File: src/rtl/uart_pkg.sv
// Shared definitions for the UART receive path: FSM state encoding,
// oversampling constants and frame width.
package uart_pkg;

  // Receiver frame states
  typedef enum logic [2:0] {
    IDLE  = 3'd0,
    START = 3'd1,
    DATA  = 3'd2,
    STOP  = 3'd3,
    BREAK = 3'd4
  } rxState_e;

  // Oversampling: 16 ticks per bit, decide mid start bit, sample data on the last tick
  localparam int         SAMPLES   = 16;
  localparam logic [3:0] MID       = 4'(SAMPLES / 2 - 1);
  localparam logic [3:0] LAST      = 4'(SAMPLES - 1);

  // Payload bits per frame (8N1)
  localparam int         DATA_BITS = 8;

endpackage

File: src/rtl/sync_fifo.sv
// Single-clock circular FIFO with push/pop handshake. A pop on an empty
// FIFO is ignored; a push into a full FIFO is accepted only when a pop
// frees a slot in the same cycle, otherwise it is flagged as dropped.
module sync_fifo #(
  parameter int WIDTH      = 8,
  parameter int DEPTH_LOG2 = 2
) (
  input  logic             clk,
  input  logic             reset,
  input  logic             push,
  input  logic             pop,
  input  logic [WIDTH-1:0] wdata,
  output logic [WIDTH-1:0] rdata,
  output logic             full,
  output logic             empty,
  output logic             dropped
);

  localparam int DEPTH = 1 << DEPTH_LOG2;
  localparam logic [DEPTH_LOG2:0]   CNT_ONE  = 1;
  localparam logic [DEPTH_LOG2-1:0] PTR_ONE  = 1;
  localparam logic [DEPTH_LOG2:0]   FULL_CNT = CNT_ONE << DEPTH_LOG2;

  logic [WIDTH-1:0]      mem_q [DEPTH];
  logic [DEPTH_LOG2-1:0] wrPtr_q, wrPtr_d;
  logic [DEPTH_LOG2-1:0] rdPtr_q, rdPtr_d;
  logic [DEPTH_LOG2:0]   count_q, count_d;
  logic                  doPush;
  logic                  doPop;

  assign full    = (count_q == FULL_CNT);
  assign empty   = (count_q == '0);
  assign rdata   = mem_q[rdPtr_q];
  assign doPop   = pop && !empty;
  assign doPush  = push && (!full || doPop);
  assign dropped = push && !doPush;

  // Next pointer and occupancy values from the accepted push/pop pair
  always_comb begin
    wrPtr_d = wrPtr_q;
    rdPtr_d = rdPtr_q;
    count_d = count_q;
    if (doPush) wrPtr_d = wrPtr_q + PTR_ONE;
    if (doPop)  rdPtr_d = rdPtr_q + PTR_ONE;
    if (doPush && !doPop)      count_d = count_q + CNT_ONE;
    else if (doPop && !doPush) count_d = count_q - CNT_ONE;
  end

  // Storage and pointer registers; storage is cleared so the head reads zero after reset
  always_ff @(posedge clk or posedge reset) begin
    if (reset) begin
      for (int i = 0; i < DEPTH; i++) mem_q[i] <= '0;
      wrPtr_q <= '0;
      rdPtr_q <= '0;
      count_q <= '0;
    end else begin
      if (doPush) mem_q[wrPtr_q] <= wdata;
      wrPtr_q <= wrPtr_d;
      rdPtr_q <= rdPtr_d;
      count_q <= count_d;
    end
  end

endmodule

File: src/rtl/uart_rx_fifo.sv
// UART 8N1 receive front end: two-flop input synchronizer, free-running
// 16x oversample tick, frame FSM, byte FIFO and sticky error flags.
module uart_rx_fifo
  import uart_pkg::*;
#(
  parameter int BAUD_DIV   = 130,
  parameter int DEPTH_LOG2 = 2
) (
  input  logic       clk,
  input  logic       reset,
  input  logic       rxd,
  input  logic       rd_en,
  input  logic       clr_err,
  output logic [7:0] rx_data,
  output logic       rx_valid,
  output logic       rx_full,
  output logic       overrun,
  output logic       frame_err
);

  localparam logic [15:0] TICK_LAST = 16'(BAUD_DIV - 1);
  localparam logic [2:0]  LAST_BIT  = 3'(DATA_BITS - 1);

  logic                 rsMeta_q, rs_q;
  logic [15:0]          tickCnt_q, tickCnt_d;
  logic                 tick;
  rxState_e             state_q, state_d;
  logic [3:0]           sc_q, sc_d;
  logic [2:0]           bi_q, bi_d;
  logic [DATA_BITS-1:0] shift_q, shift_d;
  logic                 pushByte;
  logic                 frameErrSet;
  logic                 dropped;
  logic                 fifoEmpty;
  logic                 overrun_q, overrun_d;
  logic                 frameErr_q, frameErr_d;

  // Bring the asynchronous serial line into the clock domain; idle level is high
  always_ff @(posedge clk or posedge reset) begin
    if (reset) begin
      rsMeta_q <= 1'b1;
      rs_q     <= 1'b1;
    end else begin
      rsMeta_q <= rxd;
      rs_q     <= rsMeta_q;
    end
  end

  // Free-running oversample divider; it never resyncs to a start edge
  assign tick      = (tickCnt_q == TICK_LAST);
  assign tickCnt_d = tick ? 16'd0 : tickCnt_q + 16'd1;

  // Divider register
  always_ff @(posedge clk or posedge reset) begin
    if (reset) tickCnt_q <= '0;
    else       tickCnt_q <= tickCnt_d;
  end

  // Frame FSM: all decisions are taken on oversample ticks only
  always_comb begin
    state_d     = state_q;
    sc_d        = sc_q;
    bi_d        = bi_q;
    shift_d     = shift_q;
    pushByte    = 1'b0;
    frameErrSet = 1'b0;
    if (tick) begin
      case (state_q)
        IDLE: begin
          if (!rs_q) begin
            state_d = START;
            sc_d    = '0;
          end
        end
        START: begin
          if (sc_q == MID) begin
            if (rs_q) begin
              state_d = IDLE;
            end else begin
              state_d = DATA;
              sc_d    = '0;
              bi_d    = '0;
            end
          end else begin
            sc_d = sc_q + 4'd1;
          end
        end
        DATA: begin
          if (sc_q == LAST) begin
            shift_d = {rs_q, shift_q[DATA_BITS-1:1]};
            sc_d    = '0;
            if (bi_q == LAST_BIT) state_d = STOP;
            else                  bi_d    = bi_q + 3'd1;
          end else begin
            sc_d = sc_q + 4'd1;
          end
        end
        STOP: begin
          if (sc_q == LAST) begin
            sc_d = '0;
            if (rs_q) begin
              pushByte = 1'b1;
              state_d  = IDLE;
            end else begin
              frameErrSet = 1'b1;
              state_d     = BREAK;
            end
          end else begin
            sc_d = sc_q + 4'd1;
          end
        end
        BREAK: begin
          if (rs_q) state_d = IDLE;
        end
        default: state_d = IDLE;
      endcase
    end
  end

  // FSM state, sample count, bit index and shift register
  always_ff @(posedge clk or posedge reset) begin
    if (reset) begin
      state_q <= IDLE;
      sc_q    <= '0;
      bi_q    <= '0;
      shift_q <= '0;
    end else begin
      state_q <= state_d;
      sc_q    <= sc_d;
      bi_q    <= bi_d;
      shift_q <= shift_d;
    end
  end

  sync_fifo #(
    .WIDTH      (DATA_BITS),
    .DEPTH_LOG2 (DEPTH_LOG2)
  ) u_fifo (
    .clk     (clk),
    .reset   (reset),
    .push    (pushByte),
    .pop     (rd_en),
    .wdata   (shift_q),
    .rdata   (rx_data),
    .full    (rx_full),
    .empty   (fifoEmpty),
    .dropped (dropped)
  );

  assign rx_valid = !fifoEmpty;

  // Sticky flags: a new error in the same cycle as a clear leaves the flag set
  always_comb begin
    overrun_d  = (overrun_q  && !clr_err) || dropped;
    frameErr_d = (frameErr_q && !clr_err) || frameErrSet;
  end

  // Error flag registers
  always_ff @(posedge clk or posedge reset) begin
    if (reset) begin
      overrun_q  <= 1'b0;
      frameErr_q <= 1'b0;
    end else begin
      overrun_q  <= overrun_d;
      frameErr_q <= frameErr_d;
    end
  end

  assign overrun   = overrun_q;
  assign frame_err = frameErr_q;

endmodule

File: config.mk
export PLATFORM = sky130hd
export DESIGN_NAME = uart_rx_fifo
export DESIGN_NICKNAME = d
export VERILOG_FILES = /design/src/rtl/uart_pkg.sv /design/src/rtl/sync_fifo.sv /design/src/rtl/uart_rx_fifo.sv
export SDC_FILE = /design/constraint.sdc
export NUM_CORES = 1
export LEC_CHECK = 0
export ABC_AREA = 1
export CAP_MARGIN = 20
export CORE_MARGIN = 2
export CORE_UTILIZATION = 61
export CTS_CLUSTER_SIZE = 8
export DETAILED_ROUTE_END_ITERATION = 6
export PLACE_DENSITY = 0.8
export SLEW_MARGIN = 25
export SYNTH_ARGS = -nofsm -noshare
export SYNTH_HDL_FRONTEND = slang
export SYNTH_SLANG_ARGS = --single-unit
export TNS_END_PERCENT = 50
File: constraint.sdc
create_clock -name clk -period 4.5 [get_ports clk]
set_input_delay 1.125 -clock clk [delete_from_list [all_inputs] [get_ports clk]]
set_output_delay 1.125 -clock clk [all_outputs]
set_load 0.005 [all_outputs]
* Word-level counts from Yosys, hierarchy flattened *
Index checks and enable logic that the tools add are counted.

storage, ports and cells
  memory bits (writable) = 0
  latch bits = 0
  register bits = 77
  logic and storage cells = 106
  ROM bits = 0
  memories = 0
  input port bits = 5
  output and inout bits = 12

operators by class
  $add $sub $neg = 7
  multiplexer cells = 35
  $lt $le $gt $ge = 3
  bitwise gates (word level) = 2
  equality and inequality tests = 17
  div/mod/pow operators = 0
  multipliers = 0
  reduce and logical (&&, ||, !) cells = 26
  shifts and indexed selects = 0

operators with widths
  kind                                                                    count
  3-bit two-way mux                                                       13
  32-bit bitwise mux                                                      1
  8-bit two-way mux                                                       3
  16-bit by 1-bit adder with 16-bit output, second input constant         1
  8-bit binary-select mux with 2-bit select                               1
  8-bit demux with 2-bit select                                           1
  16-bit by 8-bit equality test with 1-bit output, second input constant  1
  16-bit two-way mux                                                      1
  2-bit != test, second input constant                                    8
  3-bit case mux with 5 select lines                                      1
  4-bit two-way mux                                                       3
  4-bit case mux with 3 select lines                                      1
  3-bit equality test, second input constant                              3
  1-bit logical AND                                                       8
  1-bit two-way mux                                                       8
  7-bit AND reduction                                                     1
  3-bit by 1-bit adder with 3-bit output, second input constant           2
  3-bit by 2-bit equality test with 1-bit output, second input constant   2
  3-bit >= comparator, second input constant                              2
  3-bit zero test                                                         2
  2-bit NOT with 3-bit output                                             2
  3-bit case mux with 2 select lines                                      1
  6-bit AND reduction                                                     1
  1-bit zero test                                                         5
  14 further kinds                                                        18

* Longest topological paths before layout *
Gate-level depths: netlist of run 1.

  depth after elaboration = 9
  depth in mapped cells = 14
  gate-level depth less buffers = 14

* Modules after synthesis *
A second synthesis of run 1 with hierarchy kept.

unflattened totals
  cells, all modules = 510
  area total of the unflattened synthesis = 4152.7 um^2

modules (own cells, without submodules)
  module        seq. area each (um^2)  cells an instance  instances  area each (um^2)
  uart_rx_fifo  953.4                  274                1          2148.3
  sync_fifo     975.9                  236                1          2004.4

* Least setup slack after synthesis of run 1 *
OpenSTA, ideal clock, no wires.

  path kind = input -> register
  start point = input rd_en
  end point = register u_fifo.count_q[2]
  setup time = 0.131 ns
  data required time = 4.369 ns
  arrival time = 2.569 ns
  path slack = 1.800 ns
  stages = 11
  buffers on the path = 1
  path through = nand2_2 nand2_4 buf_6 inv_1 nor2_1 ha_1 inv_1 fa_1 a21oi_1 o21ai_0 xor2_1

between the ends
  word-level cells in the longest chain between the ends = 6
  elaborated cells between the ends (all ways) = 9
  those cells by class = mux (1); reduce/logical (8)

ends and longest elaborated chain
  element                              line                RTL
  from (decl)                          uart_rx_fifo.sv:12  input logic rd_en,
  1-bit logical AND (*)                sync_fifo.sv:34     assign doPop = pop && !empty;
  1-bit logical OR (*)                 sync_fifo.sv:35     assign doPush = push && (!full || doPop);
  1-bit logical AND (*)                sync_fifo.sv:35
  net u_fifo.doPush                    sync_fifo.sv:28     logic doPush;
  1-bit zero test                      sync_fifo.sv:46     else if (doPop && !doPush) count_d = count_q - CNT_ONE;
  1-bit logical AND                    sync_fifo.sv:46
  2-bit nonzero test (no source line)  -
  to (signal assigned)                 sync_fifo.sv:60     count_q <= count_d;
  to (decl)                            sync_fifo.sv:27     logic [DEPTH_LOG2:0] count_q, count_d;

The timed path passes the listed nets; every way through them passes the cells marked *.
A chain may end at the register's enable or synchronous reset.

* Worst setup path in the final report of run 1 *
  start point = register u_fifo.rdPtr_q[0]
  end point = output rx_data[4]

between the ends
  word-level cells in the longest chain between the ends = 4

ends and longest elaborated chain
  element                                               line                RTL
  from (decl)                                           sync_fifo.sv:26     logic [DEPTH_LOG2-1:0] rdPtr_q, rdPtr_d;
  from (signal assigned)                                sync_fifo.sv:59     rdPtr_q <= rdPtr_d;
  2-bit NOT with 3-bit output (not written as such)     sync_fifo.sv:33     assign rdata = mem_q[rdPtr_q];
  8-bit binary-select mux with 2-bit select             sync_fifo.sv:33
  8-bit two-way mux (not written as such) (2 in a row)  sync_fifo.sv:33
  to (decl)                                             uart_rx_fifo.sv:14  output logic [7:0] rx_data,

No other way between the ends. The select of a mux whose other input is x is not followed.

==> qor.csv, run 1 <==
metric;value;unit
synthFlopType;dfrtp_1;
antennaDiodeCount;0;
wl;8860;um
cts-root-buf;clkbuf_8;
grt_pass1_wl;15100;um
h-tree-depth;3;
drt_iter0_markers;219;
placed_cells;619;
min_path_type;flop to flop;
min_period;3350;ps
layout.cells.non_filler;635;
synth_enable_flop_cells;0;
final_core_util;68.3;%
powerDensity;366;nW/um^2
cp_data_arrival_time;2220;ps
gp_congestion;0.852;
synth_cell_types;34;
end_kind;output port;
synth_area_leaders;dfrtp_1, nand2_1, nand4_1;
synth_top_area_cell;dfrtp_1;
post-route-drc-count;0;
num_io_pins;17;
nFillCells;544;
multiInputGateArea;2010;sq um
cp_num_buf_inv;2;
initial_core_util;62.7;%
ctsHoldBuffers;0;
finalPower;1.70;mW
grt_overflow_total;0;
clk_path_buf_depth;2;
cts_inserted_buffers;9;
cts.repair.resized;0;
wl_per_cell;13.9;um
postSynthAreaPerCell;8.14;sq um
finalHoldViolations;0;
cp_slowest_cell;dfrtp_1;
yosys_warnings;0;
chipWidth;87.6;um
rsz0062_at_grt;false;
rows;30;
setup_tns;0;ps
synthCells;523;
synth_top_family_by_area;simple AND/OR/NAND/NOR gates;
grtUsageTotal;25.0;%
clkLatencyLatePin;350;ps
slew_viol_final;0;
worstSetupPathType;flop to output port;
nets;550;
area_delta_synth_final;8.90;%
critPathMaxFanout;18;
drive_above_1_share;9.09;%
firstDrtPassIters;4;
synth_compound_area_share;6.11;%
post_cts_buffers;0;
max_cap_violations;0;
final_cell_area;4640;sq um
port_buffers;16;
synthSimpleGateAreaFrac;35.2;%
clk_pin_slew;70;ps
dr_total_vias;3538;
detailed_place_hpwl;6280;um
cp_top_family;buffers and inverters;
synth-adder-area-share;3.41;%
synth_top_area_share;44.1;%
synth_xor_area_share;2.26;%
status;complete, no violations;
place_area;4430;sq um
min_period_over_period;74.4;%
startpoint_type;flop;
cpPeakStageDelay;690;ps
drtAntennaViolNets;0;
dieArea;7670;sq um
ys_async_sr_fraction;100;%
slew_headroom;49.6;%
cts.sinks;77;
yosysSeqAreaShare;45.3;%
cts_tree;built;
core_area;6790;sq um
cp_data_required_time;3380;ps
path_cells;inv_1 > o21ai_0 > o22ai_1 > clkdlybuf4s50_1;
max_freq;299;MHz
p_leak;2.40;nW
die_h;87.6;um
viasPerCell;5.57;
antenna_found_initial;0;
synth_seq_cells;77;
worst_pin_slew;755;ps
syn_nets;539;
setup_violations;0;
grt_max_degree;41;
synthMuxAreaShare;0.264;%
ir_worst_vdd;0.000139;V
ff_latch_area;1930;sq um
synth_area;4260;sq um
clock_skew;12.4;ps
grt_pass1_vias;3267;
[area by class of cell]
type	count	area share [%]
Sequential cell	77	41.6
Inverter	52	4.21
Timing Repair Buffer	18	3.78
Clock inverter	4	1.56
Multi-Input combinational cell	376	43.4
Tap cell	96	2.59
Clock buffer	12	2.91
[routing by layer]
| layer | track usage, % | part of all wire, % | up-vias |
|---|---|---|---|
| li1 | - | - | 1741 |
| met1 | 34.8 | 46 | 1683 |
| met2 | 39.6 | 48 | 97 |
| met3 | 3.77 | 4.2 | 17 |
| met4 | 9.79 | 1.9 | 0 |
| met5 | 0 | 0 | - |
[layout by cell type (no fill, tap or decap), drive strengths merged]
cell type / Yosys / layout
a21oi: 5 / 5
buf: 10 / 2
bufinv: 0 / 2
clkbuf: 8 / 12
clkdlybuf4s50: 0 / 16
clkinv: 0 / 1
clkinvlp: 0 / 1
dfrtp: 75 / 75
dfstp: 2 / 2
fa: 1 / 1
ha: 10 / 10
inv: 52 / 52
mux2: 1 / 1
nand2: 154 / 154
nand3: 40 / 40
nand3b: 2 / 2
nand4: 39 / 39
nor2: 57 / 57
nor3: 10 / 10
nor3b: 1 / 1
o21ai: 37 / 37
o22ai: 8 / 8
xnor2: 1 / 1
xor2: 10 / 10
[stage by stage]
| stage | hold WS [ps] | worst slack, ps |
|---|---|---|
| finish | 362 | 1150 |
| global route | 369 | 961 |
| CTS | 365 | 1140 |
| detailed placement | 354 | 978 |
| global placement | 346 | 1050 |
| floorplan | 345 | 1410 |
[power breakdown]
group / internal, mW / switching [mW] / total (mW)
logic: 0.176 / 0.197 / 0.373
clock network: 0.312 / 0.246 / 0.558
registers: 0.717 / 0.0514 / 0.768
total: 1.21 / 0.494 / 1.70
[worst reg2reg max path: cells and delay by family, from the launching register on]
family                   cells  cell delay [ps]
XOR/XNOR                     1              150
AO/OA/AOI/OAI                2              250
flip-flops                   1              410
buffers and inverters        2              160
AND/OR/NAND/NOR              6              920
adder cells (fa/ha/maj)      3              760
[registers in the layout, indices dropped and copies added (netlist names)]
register / cells
bi_q: 3
frame_err: 1
overrun: 1
rsMeta_q: 1
rs_q: 1
sc_q: 4
shift_q: 8
state_q: 3
tickCnt_q: 16
u_fifo.count_q: 3
u_fifo.mem_q: 32
u_fifo.rdPtr_q: 2
u_fifo.wrPtr_q: 2
[kinds of logic after synthesis]
group           count (synthesis)
compound gates                 50
mux                             1
fa+ha+maj                      11
simple gates                  303
buf+inv                        70
flops                          77
xor+xnor                       11
[worst paths after layout]
kind | start | to | slack, ps | cells past startpoint
max | u_fifo.rdPtr_q[0] | rx_data[4] | 1150 | 4
min | rsMeta_q | rs_q | 360 | 0
max reg2reg | tickCnt_q[1] | u_fifo.count_q[2] | 1720 | 14
min reg2reg | rsMeta_q | rs_q | 360 | 0
max in group asynchronous | reset | rs_q | 2450 | 3
min in group asynchronous | reset | tickCnt_q[7] | 1210 | 2
[Yosys cell counts, types with 2 or more instances]
master,number
nand2_1,145
dfrtp_1,75
nor2_1,48
inv_1,46
nand3_1,39
nand4_1,35
o21ai_0,35
ha_1,10
xor2_1,10
nor3_1,9
o22ai_1,8
nand2_2,7
inv_2,6
a21oi_1,5
buf_2,5
clkbuf_1,4
clkbuf_2,4
nand4_4,4
buf_8,3
nor2_2,3
nor2_4,3
nor2_8,3
dfstp_2,2
nand2_4,2
nand3b_1,2
o21ai_1,2
No activity file was read; power rests on OpenSTA's default activity.
==> run 2, diff against run 1 <==
Settings changed: CORE_UTILIZATION 61 to 55, PLACE_DENSITY 0.8 to 0.76.
Clock period 4.5 ns to 2.9 ns, I/O delays scaled along.
==> run 2 against run 1 <==
Compared with the run above: sequential share of layout area down 0.46 points; largest power group unchanged; final cell count is 1.4% higher; clock skew shrank 2.5 ps; sequential cell count stayed put; critical endpoint is now rx_data[2]; sequential power grew 52%; via count is 0.73% lower.
==> qor.csv, run 2 (same netlist as run 1, synthesis figures left out) <==
metric;value;unit
wl_met2;4250;um
clock_skew;9.85;ps
area_delta_synth_final;10.1;%
largest_reg_flops;32;
grt_pass1_vias;3406;
critPathMaxFanout;10;
max_flop_register;u_fifo.mem_q;
max_cap_violations;0;
rows;32;
clkLatencyLatePin;360;ps
detailed_place_hpwl;6270;um
slew_viol_final;0;
wl_per_cell;14.0;um
dieArea;8460;sq um
wl;9000;um
powerDensity;566;nW/um^2
antenna_found_initial;0;
core_area;7610;sq um
status;complete, no violations;
cp_top_family;buffers and inverters;
max_freq;354;MHz
cts_tree;built;
min_to;rs_q;
h-tree-depth;3;
cp_num_buf_inv;2;
cp_data_required_time;2170;ps
rsz0062_at_grt;false;
startpoint_type;flop;
final_core_util;61.6;%
grt_pass1_wl;15700;um
grtUsageTotal;23.5;%
slew_headroom;62.3;%
nets;553;
grt_max_degree;40;
grt_overflow_total;0;
cts-root-buf;clkbuf_8;
setup_tns;0;ps
post-route-drc-count;0;
reg_top3;u_fifo.mem_q (32), tickCnt_q (16), shift_q (8);
drt_iter0_markers;172;
setup_violations;0;
highest_layer;met4;
cp_slowest_cell;clkdlybuf4s50_1;
min_period_over_period;97.4;%
drtAntennaViolNets;0;
crit-reg2reg-launch;sc_q[0];
drive_above_1_share;10.1;%
post_cts_buffers;0;
ir_worst_vdd;0.000318;V
firstDrtPassIters;5;
finalHoldViolations;0;
viasPerCell;5.45;
p_leak;2.42;nW
gp_congestion;0.869;
end_kind;output port;
clk_path_buf_depth;2;
clk_pin_slew;80;ps
die_h;92;um
layout_common_cells;nand2_1, dfrtp_1, nor2_1, inv_1, nand3_1;
timing.rr.end;u_fifo.count_q[2];
initial_core_util;56.0;%
hp-start;rsMeta_q;
wl_met3;404;um
cp_data_arrival_time;2100;ps
r2r_slack;300;ps
chipWidth;92;um
holdWs;363;ps
num_io_pins;17;
port_buffers;16;
final_common_cell;nand2_1;
rr_worst_depth;13;
path_cells;inv_1 > o21ai_0 > o22ai_1 > clkdlybuf4s50_1;
finalPower;2.65;mW
nFillCells;662;
drt-met1-wl;4140;um
cts.sinks;77;
cts_inserted_buffers;9;
min_period;2820;ps
cpPeakStageDelay;550;ps
antennaDiodeCount;0;
min_path_type;flop to flop;
worst_pin_slew;562;ps
dr_total_vias;3512;
whs_path_depth;0;
worstSetupPathType;flop to output port;
[run 2: where the power goes]
part           total [mW]  switching, mW  internal (mW)
logic               0.643          0.352          0.291
clock network       0.838          0.415          0.423
registers            1.17         0.0600           1.11
total                2.65          0.827           1.83
[run 2: worst reg2reg max path, stage by stage, from the launching register on]
cell	delay, ps
dfrtp_1	410
ha_1	250
nand2_4	100
nor2_8	150
inv_2	80
nor2_4	210
nand3_1	130
nor2_1	120
ha_1	150
inv_1	70
fa_1	430
a21oi_1	140
o21ai_0	110
xor2_1	150
[run 2: final cells by class]
cell class | instances | area [sq um] | area share [%]
Clock inverter | 5 | 58.8 | 1.25
Sequential cell | 77 | 1930 | 41.1
Inverter | 52 | 199 | 4.24
Tap cell | 102 | 128 | 2.72
Timing Repair Buffer | 21 | 223 | 4.75
Clock buffer | 11 | 141 | 3.01
Multi-Input combinational cell | 376 | 2010 | 42.9
[run 2: worst max path at each step]
stage,to,depth (start not counted),from
final,rx_data[2],4,u_fifo.rdPtr_q[1]
after global routing,rx_data[6],4,u_fifo.rdPtr_q[1]
after CTS,rx_data[2],4,u_fifo.rdPtr_q[0]
after detailed placement,u_fifo.count_q[2],11,rd_en
after global placement,u_fifo.count_q[2],11,rd_en
after floorplan,bi_q[0],1,reset
[run 2: stage by stage]
stage          std cells  setup slack (ps)  instance area [sq um]
2_1_floorplan        523               212                   4260
3_3_place_gp         628               226                   4490
3_5_place_dp         628               181                   4490
4_1_cts              644               109                   4690
5_1_grt              644              6.55                   4690
6_report             644              75.4                   4690
[run 2: layer usage]
metal | vias to the layer above | global-route usage (%)
met3 | 20 | 4.03
met5 | - | 0
met2 | 86 | 37.1
met1 | 1655 | 32.1
li1 | 1751 | -
met4 | 0 | 9.95
[run 2: timing repair]
item	4_1_cts	5_1_grt
setup endpoints to repair	0	2
hold buffers	0	0
resized for setup	0	1
==> run 3, diff against run 2 <==
--- a/config.mk
+++ b/config.mk
@@ -8,4 +8,5 @@
 export ABC_AREA = 1
 export CAP_MARGIN = 20
+export CORE_ASPECT_RATIO = 1.1
 export CORE_MARGIN = 2
 export CORE_UTILIZATION = 55
==> constraint.sdc (replaced) <==
create_clock -name clk -period 2.9 [get_ports clk]
set_input_delay 0.725 -clock clk [delete_from_list [all_inputs] [get_ports clk]]
set_output_delay 0.725 -clock clk [all_outputs]
set_load 0.01 [all_outputs]
==> run 3 against run 2 <==
Compared with the run above: total power increased by 6.1%; register-to-register slack got worse by 30 ps; sequential power about the same; critical path depth did not move; sequential cell count unchanged; maximum frequency increased by 3.0%; largest power group unchanged.
==> qor.csv, run 3 (same netlist as run 1, synthesis figures left out) <==
metric;value;unit
status;complete, no violations;
dr_total_vias;3525;
layout_common_cells;nand2_1, dfrtp_1, nor2_1, inv_1, nand3_1;
drtAntennaViolNets;0;
worstSetupPathType;flop to output port;
power.net_switching;0.839;mW
holdWs;359;ps
clock_skew;17.4;ps
post-route-drc-count;0;
rsz0062_at_grt;false;
dieArea;8460;sq um
final_common_cell;nand2_1;
cts.repair.resized;0;
final_cell_area;4710;sq um
detailed_place_hpwl;6170;um
powerDensity;598;nW/um^2
grt_pass1_wl;15400;um
finalHoldViolations;0;
startpoint_type;flop;
core_area;7470;sq um
p_leak;2.43;nW
max_cap_violations;0;
num_io_pins;17;
finalPower;2.82;mW
gp_congestion;0.929;
worst_pin_slew;545;ps
clockPowerShare;35.1;%
slew_headroom;63.6;%
post_cts_buffers;0;
die_h;96.3;um
port_buffers;16;
grt_overflow_total;0;
ctsHoldBuffers;0;
cts_inserted_buffers;9;
drive_above_1_share;9.81;%
pwr-share-seq;41.4;%
reg_top3;u_fifo.mem_q (32), tickCnt_q (16), shift_q (8);
comb_power_share;23.5;%
grt_max_degree;58;
cts.sinks;77;
min_period_over_period;94.5;%
antenna_found_initial;0;
drt_iter0_markers;251;
p_sw_share;29.8;%
nets;551;
area_delta_synth_final;10.5;%
slew_viol_final;0;
largest_reg_flops;32;
max_flop_register;u_fifo.mem_q;
clk_path_buf_depth;2;
chipWidth;87.9;um
cp_data_arrival_time;2020;ps
viasPerCell;5.47;
end_kind;output port;
cts-root-buf;clkbuf_8;
wl_per_cell;14.0;um
wl;9030;um
clkLatencyLatePin;360;ps
critPathMaxFanout;17;
final_core_util;63.0;%
setup_violations;0;
ir_worst_vdd;0.000322;V
h-tree-depth;3;
min_path_type;flop to flop;
place_area;4460;sq um
rows;33;
grt_pass1_vias;3363;
max_freq;365;MHz
min_period;2740;ps
setup_tns;0;ps
antennaDiodeCount;0;
p_int;1.98;mW
firstDrtPassIters;5;
cp_data_required_time;2170;ps
grtUsageTotal;23.4;%
clk_pin_slew;80;ps
cts_tree;built;
initial_core_util;57.0;%
## run 3: cell count changes in the layout (fill, tap and decap cells not counted)
| cell | before | now |
|---|---|---|
| buf_12 | 2 | 1 |
| buf_4 | 3 | 2 |
| bufinv_16 | 1 | 3 |
| clkbuf_1 | 1 | 0 |
| clkbuf_8 | 10 | 9 |
| clkinv_4 | 0 | 2 |
| clkinvlp_4 | 3 | 0 |
| inv_1 | 44 | 45 |
## run 3: path summary, 6_finish.rpt
check                                  start                end  slack [ps]  depth (start not counted)
max                        u_fifo.rdPtr_q[0]         rx_data[4]         160                          4
min                                 rsMeta_q               rs_q         360                          0
max reg2reg                          sc_q[0]  u_fifo.count_q[2]         270                         13
min reg2reg                         rsMeta_q               rs_q         360                          0
max in group asynchronous              reset               rs_q        1480                          3
min in group asynchronous              reset   u_fifo.mem_q[17]         700                          2
## run 3: power by group through the flow
| stage | combinational (mW) | sequential [mW] | clock [mW] |
|---|---|---|---|
| after global routing | 0.739 | 1.17 | 1.04 |
| final | 0.662 | 1.16 | 0.989 |
| after floorplan | 0.423 | 1.16 | 0 |
| after CTS | 0.667 | 1.16 | 1.00 |
| after detailed placement | 0.664 | 1.19 | 0 |
| after global placement | 0.653 | 1.18 | 0 |
## run 3: critical path: stages (launching register included)
cell	delay, ps
dfrtp_1	380
inv_1	390
o21ai_0	210
o22ai_1	140
clkdlybuf4s50_1	550
## run 3: cell type report
class,count,area (sq um)
multi-input combinational,376,2010
fill,633,2770
timing repair buffer,19,195
inverter,52,195
clock buffer,9,124
sequential,77,1930
clock inverter,7,121
tap,105,131
## run 3: stage by stage
stage,cells,setup WS (ps)
after floorplan,523,212
after detailed placement,629,149
after CTS,645,147
after global placement,629,233
final,645,158
after global routing,645,0.855
## run 3: layer usage
metal	track usage (%)	share of wire (%)	vias up
met5	0	0	-
met4	10.4	1.7	0
met3	3.60	5.4	15
met2	37.5	48	113
met1	31.5	45	1651
li1	-	-	1746
